<file path="src/rtl/spi_slave_top.sv">
// rtl/spi_slave_top.sv - SPI slave (modes 0-3) behind the TRSQ8 4-register CPU window
// Define SPI_SLAVE_RXFIFO_EN for a 4-entry RX FIFO; otherwise RX is a single byte register.
module spi_slave_top #(
  parameter int ADDR_LSB          = 0,
  parameter int OPT_MEM_ADDR_BITS = 1
) (
  input  logic       clk,
  input  logic       reset_n,
  input  logic [7:0] addr,
  input  logic [7:0] din,
  output logic [7:0] dout,
  input  logic       wr_en,
  input  logic       rd_en,
  input  logic       sclk,
  input  logic       mosi,
  input  logic       ss_n,
  output logic       miso,
  output logic       miso_oe
);

  localparam int AW = OPT_MEM_ADDR_BITS + 1;

  typedef enum logic {IDLE, SHIFT} state_t;

  state_t          state, state_nxt;
  logic [AW-1:0]   loc_addr;
  logic            unused_addr;

  logic sclk_s1, sclk_s2, sclk_d;
  logic mosi_s1, mosi_s2;
  logic ss_s1, ss_s2, ss_d;

  logic       en, cpol, cpha, ovr, txe;
  logic [7:0] tx_buf;
  logic       cpol_l, cpha_l;
  logic [7:0] sr;
  logic       miso_q;
  logic [2:0] bit_cnt;

  logic       wr_con, wr_tx, rd_act, pop, en_nxt;
  logic       sclk_edge, lead_edge, trail_edge, sample_edge, shift_edge, ss_fall;
  logic       start, load, push, accept, overrun;
  logic [7:0] load_byte, rx_byte, rx_head, spscon, rd_data;
  logic       rxav;

  assign loc_addr    = addr[ADDR_LSB+OPT_MEM_ADDR_BITS:ADDR_LSB];
  assign unused_addr = ^addr;

  // ss_n synchroniser resets low so a select already held low at reset release is not seen as a new frame
  always_ff @(posedge clk or negedge reset_n) begin
    if (!reset_n) begin
      sclk_s1 <= 1'b0;
      sclk_s2 <= 1'b0;
      sclk_d  <= 1'b0;
      mosi_s1 <= 1'b0;
      mosi_s2 <= 1'b0;
      ss_s1   <= 1'b0;
      ss_s2   <= 1'b0;
      ss_d    <= 1'b0;
    end else begin
      sclk_s1 <= sclk;
      sclk_s2 <= sclk_s1;
      sclk_d  <= sclk_s2;
      mosi_s1 <= mosi;
      mosi_s2 <= mosi_s1;
      ss_s1   <= ss_n;
      ss_s2   <= ss_s1;
      ss_d    <= ss_s2;
    end
  end

  assign wr_con = wr_en && (loc_addr == AW'(0));
  assign wr_tx  = wr_en && (loc_addr == AW'(1));
  assign rd_act = rd_en && !wr_en;
  assign pop    = rd_act && (loc_addr == AW'(2)) && rxav;
  assign en_nxt = wr_con ? din[0] : en;

  assign sclk_edge   = sclk_s2 ^ sclk_d;
  assign lead_edge   = sclk_edge && (sclk_s2 != cpol_l);
  assign trail_edge  = sclk_edge && (sclk_s2 == cpol_l);
  assign sample_edge = cpha_l ? trail_edge : lead_edge;
  assign shift_edge  = cpha_l ? lead_edge : trail_edge;
  assign ss_fall     = ss_d && !ss_s2;

  assign load_byte = txe ? 8'h00 : tx_buf;
  assign rx_byte   = {sr[6:0], mosi_s2};

  always_ff @(posedge clk or negedge reset_n) begin
    if (!reset_n) state <= IDLE;
    else          state <= state_nxt;
  end

  always_comb begin
    state_nxt = state;
    start     = 1'b0;
    load      = 1'b0;
    push      = 1'b0;
    case (state)
      IDLE: begin
        if (ss_fall && en) begin
          state_nxt = SHIFT;
          start     = 1'b1;
          load      = 1'b1;
        end
      end
      SHIFT: begin
        if (ss_s2 || !en_nxt) begin
          state_nxt = IDLE;
        end else if (sample_edge && (bit_cnt == 3'd7)) begin
          push = 1'b1;
          load = 1'b1;
        end
      end
    endcase
  end

  // Shift datapath; miso_q follows the shift register MSB, updated only on shift-out edges
  always_ff @(posedge clk or negedge reset_n) begin
    if (!reset_n) begin
      cpol_l  <= 1'b0;
      cpha_l  <= 1'b0;
      sr      <= 8'h00;
      miso_q  <= 1'b0;
      bit_cnt <= 3'd0;
    end else if (start) begin
      cpol_l  <= cpol;
      cpha_l  <= cpha;
      sr      <= load_byte;
      miso_q  <= load_byte[7];
      bit_cnt <= 3'd0;
    end else if (state == SHIFT && state_nxt == IDLE) begin
      miso_q  <= 1'b0;
      bit_cnt <= 3'd0;
    end else if (state == SHIFT) begin
      if (sample_edge) begin
        bit_cnt <= bit_cnt + 3'd1;
        sr      <= push ? load_byte : rx_byte;
      end
      if (shift_edge) miso_q <= sr[7];
    end
  end

  // A TX write in the same cycle as a load wins, so the new byte stays queued
  always_ff @(posedge clk or negedge reset_n) begin
    if (!reset_n) begin
      tx_buf <= 8'h00;
      txe    <= 1'b1;
    end else begin
      if (load && !txe) txe <= 1'b1;
      if (wr_tx) begin
        tx_buf <= din;
        txe    <= 1'b0;
      end
    end
  end

  always_ff @(posedge clk or negedge reset_n) begin
    if (!reset_n) begin
      en   <= 1'b0;
      cpol <= 1'b0;
      cpha <= 1'b0;
      ovr  <= 1'b0;
    end else begin
      if (wr_con) begin
        en   <= din[0];
        cpol <= din[1];
        cpha <= din[2];
        if (din[6]) ovr <= 1'b0;
      end
      if (overrun) ovr <= 1'b1;
    end
  end

`ifdef SPI_SLAVE_RXFIFO_EN
  logic [7:0] rx_fifo [4];
  logic [1:0] wr_ptr, rd_ptr;
  logic [2:0] rx_cnt;
  logic       rx_full;

  assign rxav    = (rx_cnt != 3'd0);
  assign rx_full = (rx_cnt == 3'd4);
  assign rx_head = rx_fifo[rd_ptr];
  assign accept  = push && (!rx_full || pop);
  assign overrun = push && rx_full && !pop;

  always_ff @(posedge clk) begin
    if (accept) rx_fifo[wr_ptr] <= rx_byte;
  end

  always_ff @(posedge clk or negedge reset_n) begin
    if (!reset_n) begin
      wr_ptr <= 2'd0;
      rd_ptr <= 2'd0;
      rx_cnt <= 3'd0;
    end else begin
      if (accept) wr_ptr <= wr_ptr + 2'd1;
      if (pop)    rd_ptr <= rd_ptr + 2'd1;
      if (accept && !pop)      rx_cnt <= rx_cnt + 3'd1;
      else if (!accept && pop) rx_cnt <= rx_cnt - 3'd1;
    end
  end
`else
  logic [7:0] rx_data;
  logic       rx_full;

  assign rxav    = rx_full;
  assign rx_head = rx_data;
  assign accept  = push && (!rx_full || pop);
  assign overrun = push && rx_full && !pop;

  always_ff @(posedge clk or negedge reset_n) begin
    if (!reset_n) begin
      rx_data <= 8'h00;
      rx_full <= 1'b0;
    end else if (accept) begin
      rx_data <= rx_byte;
      rx_full <= 1'b1;
    end else if (pop) begin
      rx_full <= 1'b0;
    end
  end
`endif

  assign spscon = {(state == SHIFT), ovr, txe, rxav, 1'b0, cpha, cpol, en};

  always_comb begin
    rd_data = 8'h00;
    if (loc_addr == AW'(0))      rd_data = spscon;
    else if (loc_addr == AW'(1)) rd_data = tx_buf;
    else if (loc_addr == AW'(2)) rd_data = rxav ? rx_head : 8'h00;
  end

  always_ff @(posedge clk or negedge reset_n) begin
    if (!reset_n)    dout <= 8'h00;
    else if (rd_act) dout <= rd_data;
  end

  assign miso    = (state == SHIFT) && miso_q;
  assign miso_oe = en && !ss_s2;

endmodule

</file>
<file path="config.mk">
export PLATFORM = sky130hd
export DESIGN_NAME = spi_slave_top
export DESIGN_NICKNAME = d
export VERILOG_FILES = /design/src/rtl/spi_slave_top.sv
export SDC_FILE = /design/constraint.sdc
export NUM_CORES = 1
export LEC_CHECK = 0
export ABC_CLOCK_PERIOD_IN_PS = 5950
export CORE_MARGIN = 5
export CORE_UTILIZATION = 58
export DETAILED_ROUTE_END_ITERATION = 8
export PLACE_DENSITY = 0.84
export SLEW_MARGIN = 20
export SYNTH_ARGS = -nofsm -noshare
export SYNTH_HDL_FRONTEND = slang
export SYNTH_SLANG_ARGS = --single-unit
</file>
<file path="constraint.sdc">
create_clock -name clk -period 5.95 [get_ports clk]
set_input_delay 1.19 -clock clk [delete_from_list [all_inputs] [get_ports clk]]
set_output_delay 1.19 -clock clk [all_outputs]
set_load 0.02 [all_outputs]
</file>
==> metrics.txt, run 1 <==
# TYPE chip_impl_metric gauge
chip_impl_metric{name="cts-resized-gates",unit=""} 0
chip_impl_info{name="tritoncts_clock_tree",value="yes"} 1
chip_impl_metric{name="synthesis.area",unit="sq mm"} 0.00238
chip_impl_metric{name="clock_sinks",unit=""} 53
chip_impl_metric{name="power-per-cell-area",unit="mW/mm^2"} 331
chip_impl_metric{name="path_clk_slew",unit="ns"} 0.09
chip_impl_metric{name="detail_route.iter0.violations",unit=""} 153
chip_impl_metric{name="p_seq_share",unit="%"} 51.6
chip_impl_metric{name="hold_slack",unit="ns"} 0.357
chip_impl_metric{name="total_routed_wirelength",unit="microns"} 4570
chip_impl_metric{name="vias",unit=""} 1577
chip_impl_metric{name="mappedNetlistNets",unit=""} 216
chip_impl_metric{name="critical_path_arrival",unit="ns"} 3.80
chip_impl_metric{name="synthesis.area_per_instance",unit="sq um"} 12.4
chip_impl_info{name="worstReg2RegStart",value="cpol_l"} 1
chip_impl_metric{name="die_h",unit="microns"} 74.0
chip_impl_metric{name="pre_cts_ws",unit="ns"} 2.04
chip_impl_metric{name="clkLatencyLatePin",unit="ns"} 0.31
chip_impl_metric{name="r2r.worst_path.cells",unit=""} 5
chip_impl_metric{name="htree_levels",unit=""} 2
chip_impl_info{name="timing_worst_setup_path_type",value="in2reg"} 1
chip_impl_metric{name="hold_path_depth",unit=""} 0
chip_impl_metric{name="total_power",unit="uW"} 915
chip_impl_info{name="netlist_top_cells_count",value="sky130_fd_sc_hd__dfrtp_1 (52), sky130_fd_sc_hd__and3_1 (14), sky130_fd_sc_hd__mux2_2 (14)"} 1
chip_impl_metric{name="power.clock.fraction",unit="%"} 27.8
chip_impl_metric{name="r2r_slack",unit="ns"} 3.66
chip_impl_metric{name="finalSetupViolations",unit=""} 0
chip_impl_metric{name="timing.max_cap.violations",unit=""} 0
chip_impl_metric{name="width_of_the_die",unit="microns"} 74.0
chip_impl_metric{name="cts-hold-fix-buffers",unit=""} 0
chip_impl_info{name="class_of_the_worst_hold_path",value="reg2reg"} 1
chip_impl_metric{name="final_slew_violations",unit=""} 0
chip_impl_metric{name="netSwitchingFraction",unit="%"} 28.0
chip_impl_metric{name="hold_violation_count_in_the_final_report",unit=""} 0
chip_impl_info{name="rr_endpoint",value="rx_data[7]"} 1
chip_impl_metric{name="layout_min_cycle_time",unit="ns"} 3.60
chip_impl_info{name="worstSetupEndpointType",value="flip-flop"} 1
chip_impl_metric{name="grt_pass1_vias",unit=""} 1574
chip_impl_metric{name="drt-vias-per-instance",unit=""} 5.88
chip_impl_metric{name="antennaDiodeCount",unit=""} 0
chip_impl_metric{name="max_freq",unit="MHz"} 278
chip_impl_info{name="rsz0062_at_grt",value="false"} 1
chip_impl_metric{name="final.period_utilization",unit="%"} 60.5
chip_impl_metric{name="design.portCount",unit=""} 33
chip_impl_metric{name="yosys_warnings",unit=""} 0
chip_impl_metric{name="vdd.ir_drop.worst",unit="V"} 0.000264
chip_impl_metric{name="drive_above_1_share",unit="%"} 17.0
chip_impl_metric{name="critPathMaxFanout",unit=""} 11
chip_impl_metric{name="count_of_flip_flops_with_a_built_in_enable_after_synthesis",unit=""} 0
chip_impl_metric{name="cts_setup_buffers",unit=""} 0
chip_impl_info{name="startpoint_type",value="input port"} 1
chip_impl_metric{name="grt_usage",unit="%"} 19.0
chip_impl_metric{name="wl_per_cell",unit="microns"} 17.0
chip_impl_metric{name="synthDistinctLibCells",unit=""} 34
chip_impl_metric{name="area_growth_syn_to_layout",unit="%"} 16.4
chip_impl_metric{name="gp_weighted_congestion",unit=""} 0.806
chip_impl_metric{name="dp_hpwl",unit="microns"} 3160
chip_impl_metric{name="power.switching",unit="uW"} 256
chip_impl_info{name="yosys_most_used_dff",value="sky130_fd_sc_hd__dfrtp_1"} 1
chip_impl_metric{name="ys_seq_area_share",unit="%"} 55.8
chip_impl_metric{name="grt_pass1_wl",unit="microns"} 7800
chip_impl_metric{name="final_net_count",unit=""} 242
chip_impl_metric{name="placeableCoreArea",unit="sq mm"} 0.00400
chip_impl_metric{name="slew_headroom",unit="%"} 57.4
chip_impl_metric{name="first_pass_iters",unit=""} 4
chip_impl_metric{name="critical_path_required",unit="ns"} 6.14
chip_impl_metric{name="ctsLongestPathBuffers",unit=""} 2
chip_impl_metric{name="tightest_slew",unit="ns"} 0.634
chip_impl_info{name="clock_tree_root_driver_cell",value="sky130_fd_sc_hd__clkbuf_8"} 1
chip_impl_metric{name="cts_made_buffers",unit=""} 5
chip_impl_metric{name="power.internal",unit="uW"} 659
chip_impl_info{name="synth_area_leaders",value="sky130_fd_sc_hd__dfrtp_1 (55%), sky130_fd_sc_hd__mux2_2 (6.6%), sky130_fd_sc_hd__mux2_4 (5.1%)"} 1
chip_impl_metric{name="grt_antenna_before_repair",unit=""} 0
chip_impl_metric{name="initial_utilization",unit="%"} 59.4
chip_impl_metric{name="die_outline_area",unit="sq mm"} 0.00548
chip_impl_metric{name="postRouteAntennaNets",unit=""} 0
chip_impl_metric{name="comb_power_share",unit="%"} 20.6
chip_impl_metric{name="timing.final.ws_setup",unit="ns"} 2.35
chip_impl_info{name="outcome",value="completed"} 1
chip_impl_info{name="holdCritStartpoint",value="mosi_s1"} 1
chip_impl_metric{name="netlist_instances",unit=""} 191
chip_impl_info{name="synth_area_leader_cell",value="sky130_fd_sc_hd__dfrtp_1"} 1
chip_impl_metric{name="synth.top_cell.area_share",unit="%"} 54.7
chip_impl_info{name="yosysMostFrequentCell",value="sky130_fd_sc_hd__dfrtp_1"} 1
chip_impl_metric{name="post_layout_nonfiller_instances",unit=""} 268
chip_impl_metric{name="io_buffer_count",unit=""} 26
chip_impl_metric{name="post-place-cells",unit=""} 260
chip_impl_metric{name="grt_max_degree",unit=""} 54
chip_impl_metric{name="postSynth.asyncResetShare",unit="%"} 100
chip_impl_metric{name="floorplan.rows",unit=""} 23
chip_impl_metric{name="postSynthRegisterBits",unit=""} 53
chip_impl_metric{name="clock-skew-final",unit="ns"} 0.00856
chip_impl_info{name="min_to",value="mosi_s2"} 1
chip_impl_metric{name="cellLeakagePower",unit="uW"} 0.00132
chip_impl_metric{name="globalRoute.totalOverflow",unit=""} 0
chip_impl_metric{name="number_of_drc_violations_after_detailed_routing",unit=""} 0
chip_impl_metric{name="setup_total_negative_slack",unit="ns"} 0
worst max path at each step:
stage,from,end,cells after the start
2_1_floorplan,addr[1],rx_data[0],7
5_1_grt,addr[0],rx_data[7],6
3_3_place_gp,addr[0],rx_data[4],6
3_5_place_dp,addr[0],rx_data[7],6
6_report,addr[0],rx_data[7],6
4_1_cts,addr[0],rx_data[7],6
routing by layer:
layer | vias up | global-route usage [%] | share of wire, %
li1 | 742 | - | -
met1 | 791 | 26.9 | 45
met2 | 42 | 28.7 | 47
met3 | 2 | 5.14 | 7.8
met4 | 0 | 5.63 | 0.53
met5 | - | 0 | 0
state kept, by name (all words and copies together), names as in the netlist:
name and flops:
en 1, ovr 1, ss_s2 1, sclk_s1 1, cpha 1, tx_buf 8, rx_data 8, cpha_l 1
cpol_l 1, rx_full 1, dout 8, bit_cnt 3, miso_q 1, ss_s1 1, mosi_s1 1, state 1
txe 1, sclk_d 1, sr 8, mosi_s2 1, cpol 1, ss_d 1, sclk_s2 1
stage by stage:
| step | cell area [sq um] | utilization [%] |
|---|---|---|
| 4_1_cts | 2770 | 69.2 |
| 3_5_place_dp | 2650 | 66.2 |
| 6_report | 2770 | 69.2 |
| 2_1_floorplan | 2380 | - |
| 5_1_grt | 2770 | 69.2 |
| 3_3_place_gp | 2650 | 66.2 |
final cells by class:
class                           instances  area, sq um
Sequential cell                        53         1330
Clock inverter                          2         37.5
Inverter                                4         15.0
Fill cell                             288         1230
Timing Repair Buffer                   27          263
Clock buffer                            6         82.6
Tap cell                               50         62.6
Multi-Input combinational cell        126          978
critical path: stages:
cell	delay [ns]
sky130_fd_sc_hd__clkdlybuf4s50_1	0.70
sky130_fd_sc_hd__nor3b_4	0.54
sky130_fd_sc_hd__mux2i_1	0.45
sky130_fd_sc_hd__and2_4	0.29
sky130_fd_sc_hd__and3_4	0.31
sky130_fd_sc_hd__mux2_4	0.31
layout by cell type, fill, tap and decap left out, types with 2 or more instances in the layout:
cell type / netlist / layout
sky130_fd_sc_hd__a21oi_1: 5 / 5
sky130_fd_sc_hd__mux2_2: 14 / 14
sky130_fd_sc_hd__ha_1: 2 / 2
sky130_fd_sc_hd__o21ai_0: 10 / 10
sky130_fd_sc_hd__a221o_1: 6 / 6
sky130_fd_sc_hd__a211o_1: 8 / 8
sky130_fd_sc_hd__a22o_1: 2 / 2
sky130_fd_sc_hd__inv_1: 4 / 4
sky130_fd_sc_hd__nand2_1: 12 / 12
sky130_fd_sc_hd__mux2i_1: 8 / 8
sky130_fd_sc_hd__mux2_4: 8 / 8
sky130_fd_sc_hd__nand3_1: 3 / 3
sky130_fd_sc_hd__nor2_1: 4 / 4
sky130_fd_sc_hd__nor2b_1: 5 / 5
sky130_fd_sc_hd__clkbuf_8: 0 / 6
sky130_fd_sc_hd__nand3b_1: 3 / 3
sky130_fd_sc_hd__dfrtp_1: 52 / 52
sky130_fd_sc_hd__and3_1: 14 / 14
sky130_fd_sc_hd__nand2b_1: 4 / 4
sky130_fd_sc_hd__clkdlybuf4s50_1: 0 / 25
sky130_fd_sc_hd__nor3_1: 7 / 7
power groups by stage:
stage	clock, uW	combinational [uW]	sequential (uW)
floorplan	0	123	470
detailed placement	0	189	477
global placement	0	182	474
global route	279	209	479
CTS	258	191	471
finish	255	189	472
logic make-up (layout without fill, tap and decap cells):
group                      count (synthesis)  after routing  share of synthesized area (%)
and+or+nand+nor                           59             59                           14.4
muxes                                     30             30                           15.1
buffers and inverters                     12             39                           3.00
adders and majority gates                  2              2                           1.05
AOI/OAI and AO/OA                         34             34                           10.3
xor gates and xnor gates                   1              1                          0.368
DFF                                       53             53                           55.8
(Power assumes the default switching activity.)
==> run 2, diff against run 1 <==
--- a/config.mk
+++ b/config.mk
@@ -5,11 +5,11 @@
 export SDC_FILE = /design/constraint.sdc
 export NUM_CORES = 1
 export LEC_CHECK = 0
-export ABC_CLOCK_PERIOD_IN_PS = 5950
+export ABC_CLOCK_PERIOD_IN_PS = 3500
 export CORE_MARGIN = 5
-export CORE_UTILIZATION = 58
+export CORE_UTILIZATION = 54
 export DETAILED_ROUTE_END_ITERATION = 8
-export PLACE_DENSITY = 0.84
+export PLACE_DENSITY = 0.79
 export SLEW_MARGIN = 20
 export SYNTH_ARGS = -nofsm -noshare
 export SYNTH_HDL_FRONTEND = slang
==> constraint.sdc (replaced) <==
create_clock -name clk -period 3.5 [get_ports clk]
set_input_delay 0.7 -clock clk [delete_from_list [all_inputs] [get_ports clk]]
set_output_delay 0.7 -clock clk [all_outputs]
set_load 0.02 [all_outputs]
==> run 2 against run 1 <==
  * Sequential power rose by 70%
  * Count of clock-buffer cells in the layout rose by 1
  * Die area rose by 6.4%
  * Hold slack improved by 0.0029 ns
  * Total power rose by 60%
  * Critical path type unchanged
  * Cell area barely moved
  * Largest cell class unchanged
  * Global-route usage fell by 1.7 points
==> metrics.txt, run 2 (synthesis gave the netlist of run 1 again) <==
# TYPE chip_impl_metric gauge
chip_impl_metric{name="globalRoute.totalOverflow",unit=""} 0
chip_impl_metric{name="cts-resized-gates",unit=""} 0
chip_impl_info{name="tritoncts_clock_tree",value="yes"} 1
chip_impl_metric{name="die_h",unit="microns"} 76.4
chip_impl_metric{name="final.period_utilization",unit="%"} 75.5
chip_impl_metric{name="slew_headroom",unit="%"} 46.6
chip_impl_info{name="rsz0062_at_grt",value="false"} 1
chip_impl_metric{name="die_outline_area",unit="sq mm"} 0.00583
chip_impl_metric{name="antennaDiodeCount",unit=""} 0
chip_impl_metric{name="tightest_slew",unit="ns"} 0.801
chip_impl_metric{name="final_core_utilization",unit="%"} 63.9
chip_impl_metric{name="number_of_drc_violations_after_detailed_routing",unit=""} 0
chip_impl_info{name="outcome",value="completed"} 1
chip_impl_metric{name="finalSetupViolations",unit=""} 0
chip_impl_metric{name="final_net_count",unit=""} 246
chip_impl_metric{name="hold_violation_count_in_the_final_report",unit=""} 0
chip_impl_metric{name="floorplan.rows",unit=""} 24
chip_impl_metric{name="total_power",unit="uW"} 1470
chip_impl_metric{name="total_routed_wirelength",unit="microns"} 4640
chip_impl_metric{name="setup_total_negative_slack",unit="ns"} 0
chip_impl_info{name="class_of_the_worst_hold_path",value="reg2reg"} 1
chip_impl_metric{name="clock_sinks",unit=""} 53
chip_impl_metric{name="initial_utilization",unit="%"} 55.0
chip_impl_metric{name="design.portCount",unit=""} 33
chip_impl_metric{name="wl_per_cell",unit="microns"} 17.0
chip_impl_metric{name="grt_usage",unit="%"} 17.2
chip_impl_info{name="startpoint_type",value="input port"} 1
chip_impl_metric{name="detail_route.iter0.violations",unit=""} 76
chip_impl_metric{name="cts-hold-fix-buffers",unit=""} 0
chip_impl_metric{name="path_clk_slew",unit="ns"} 0.08
chip_impl_metric{name="vdd.ir_drop.worst",unit="V"} 0.000278
chip_impl_metric{name="max_freq",unit="MHz"} 378
chip_impl_metric{name="register_area",unit="sq mm"} 0.00133
chip_impl_metric{name="area_growth_syn_to_layout",unit="%"} 16.3
chip_impl_metric{name="vias",unit=""} 1582
chip_impl_metric{name="timing.max_cap.violations",unit=""} 0
chip_impl_info{name="mostFrequentLayoutCell",value="sky130_fd_sc_hd__dfrtp_1"} 1
chip_impl_metric{name="routedLengthMet1",unit="microns"} 2190
chip_impl_info{name="timing_worst_setup_path_type",value="in2reg"} 1
chip_impl_metric{name="width_of_the_die",unit="microns"} 76.4
chip_impl_metric{name="dp_hpwl",unit="microns"} 3350
chip_impl_metric{name="grt_pass1_wl",unit="microns"} 8110
chip_impl_metric{name="clkLatencyLatePin",unit="ns"} 0.30
chip_impl_metric{name="final_slew_violations",unit=""} 0
chip_impl_metric{name="drive_above_1_share",unit="%"} 17.6
chip_impl_info{name="layout.cells.most_common_list",value="sky130_fd_sc_hd__dfrtp_1 (52), sky130_fd_sc_hd__clkdlybuf4s50_1 (25), sky130_fd_sc_hd__mux2_2 (14), sky130_fd_sc_hd__and3_1 (14), sky130_fd_sc_hd__nand2_1 (12)"} 1
chip_impl_metric{name="critPathMaxFanout",unit=""} 11
chip_impl_metric{name="cts_made_buffers",unit=""} 5
chip_impl_metric{name="area_of_the_multi_input_gates",unit="sq um"} 978
chip_impl_info{name="worstSetupEndpointType",value="flip-flop"} 1
chip_impl_metric{name="htree_levels",unit=""} 2
chip_impl_metric{name="grt_pass1_vias",unit=""} 1663
chip_impl_metric{name="layout_min_cycle_time",unit="ns"} 2.64
chip_impl_metric{name="postRouteAntennaNets",unit=""} 0
chip_impl_metric{name="grt_max_degree",unit=""} 38
chip_impl_metric{name="cts_setup_buffers",unit=""} 0
chip_impl_metric{name="power-per-cell-area",unit="mW/mm^2"} 531
chip_impl_info{name="maxUsedRoutingLayer",value="met4"} 1
chip_impl_metric{name="ctsLongestPathBuffers",unit=""} 2
chip_impl_metric{name="detailroute.wirelength.met3",unit="microns"} 198
chip_impl_metric{name="grt_antenna_before_repair",unit=""} 0
chip_impl_metric{name="drt-vias-per-instance",unit=""} 5.79
chip_impl_metric{name="num-fill-cells",unit=""} 358
chip_impl_metric{name="clock-skew-final",unit="ns"} 0.00605
chip_impl_metric{name="critical_path_arrival",unit="ns"} 2.83
chip_impl_metric{name="first_pass_iters",unit=""} 4
chip_impl_info{name="clock_tree_root_driver_cell",value="sky130_fd_sc_hd__clkbuf_8"} 1
chip_impl_metric{name="placeableCoreArea",unit="sq mm"} 0.00432
chip_impl_metric{name="gp_weighted_congestion",unit=""} 0.755
chip_impl_metric{name="met2_wirelength",unit="microns"} 2170
chip_impl_metric{name="io_buffer_count",unit=""} 26
chip_impl_metric{name="critical_path_required",unit="ns"} 3.69
chip_impl_metric{name="cellLeakagePower",unit="uW"} 0.00133
[run 2: changes by cell type in the layout (fill, tap and decap cells not counted), sizes merged]
cell | before | now
buf | 2 | 6
bufinv | 1 | 0
clkbuf | 6 | 7
clkinvlp | 1 | 0
[run 2: layout make-up]
class / instances / area share (%)
flip-flops and latches: 53 / 48.0
multi-input cells: 126 / 35.4
repair buffers: 31 / 10.6
clock buffers: 7 / 3.12
well taps: 52 / 2.35
inverters: 4 / 0.543
[run 2: path summary, 6_finish.rpt]
path / to / slack (ns) / startpoint / cells past startpoint
setup / recovery: rx_data[4] / 0.86 / wr_en / 6
hold / removal: ss_s2 / 0.36 / ss_s1 / 0
min in group asynchronous: dout[7] / 0.48 / reset_n / 1
max in group asynchronous: cpol_l / 2.30 / reset_n / 2
hold reg to reg: ss_s2 / 0.36 / ss_s1 / 0
setup reg to reg: rx_data[4] / 1.24 / cpol_l / 5
[run 2: critical path: stages]
cell                              delay [ns]
sky130_fd_sc_hd__clkdlybuf4s50_1        0.51
sky130_fd_sc_hd__nor3b_4                0.25
sky130_fd_sc_hd__mux2i_1                0.44
sky130_fd_sc_hd__and2_4                 0.29
sky130_fd_sc_hd__and3_4                 0.31
sky130_fd_sc_hd__mux2_4                 0.32
[run 2: metal layers]
layer / global-route usage, % / vias up
met5: 0 / -
met4: 6.29 / 0
met3: 3.90 / 5
met2: 26.9 / 33
met1: 23.6 / 792
li1: - / 752
[run 2: per-stage QoR]
stage	hold slack [ns]	cell area, sq um	setup slack (ns)	cells
finish	0.360	2770	0.857	273
detailed placement	0.339	2680	0.552	266
floorplan	0.331	2380	1.08	191
global route	0.376	2770	0.733	273
CTS	0.364	2770	0.842	273
global placement	0.333	2680	0.555	266
[run 2: power breakdown]
| part | total, uW | switching, uW | internal [uW] |
|---|---|---|---|
| Sequential | 803 | 85.8 | 717 |
| Clock | 342 | 185 | 157 |
| Combinational | 324 | 150 | 173 |
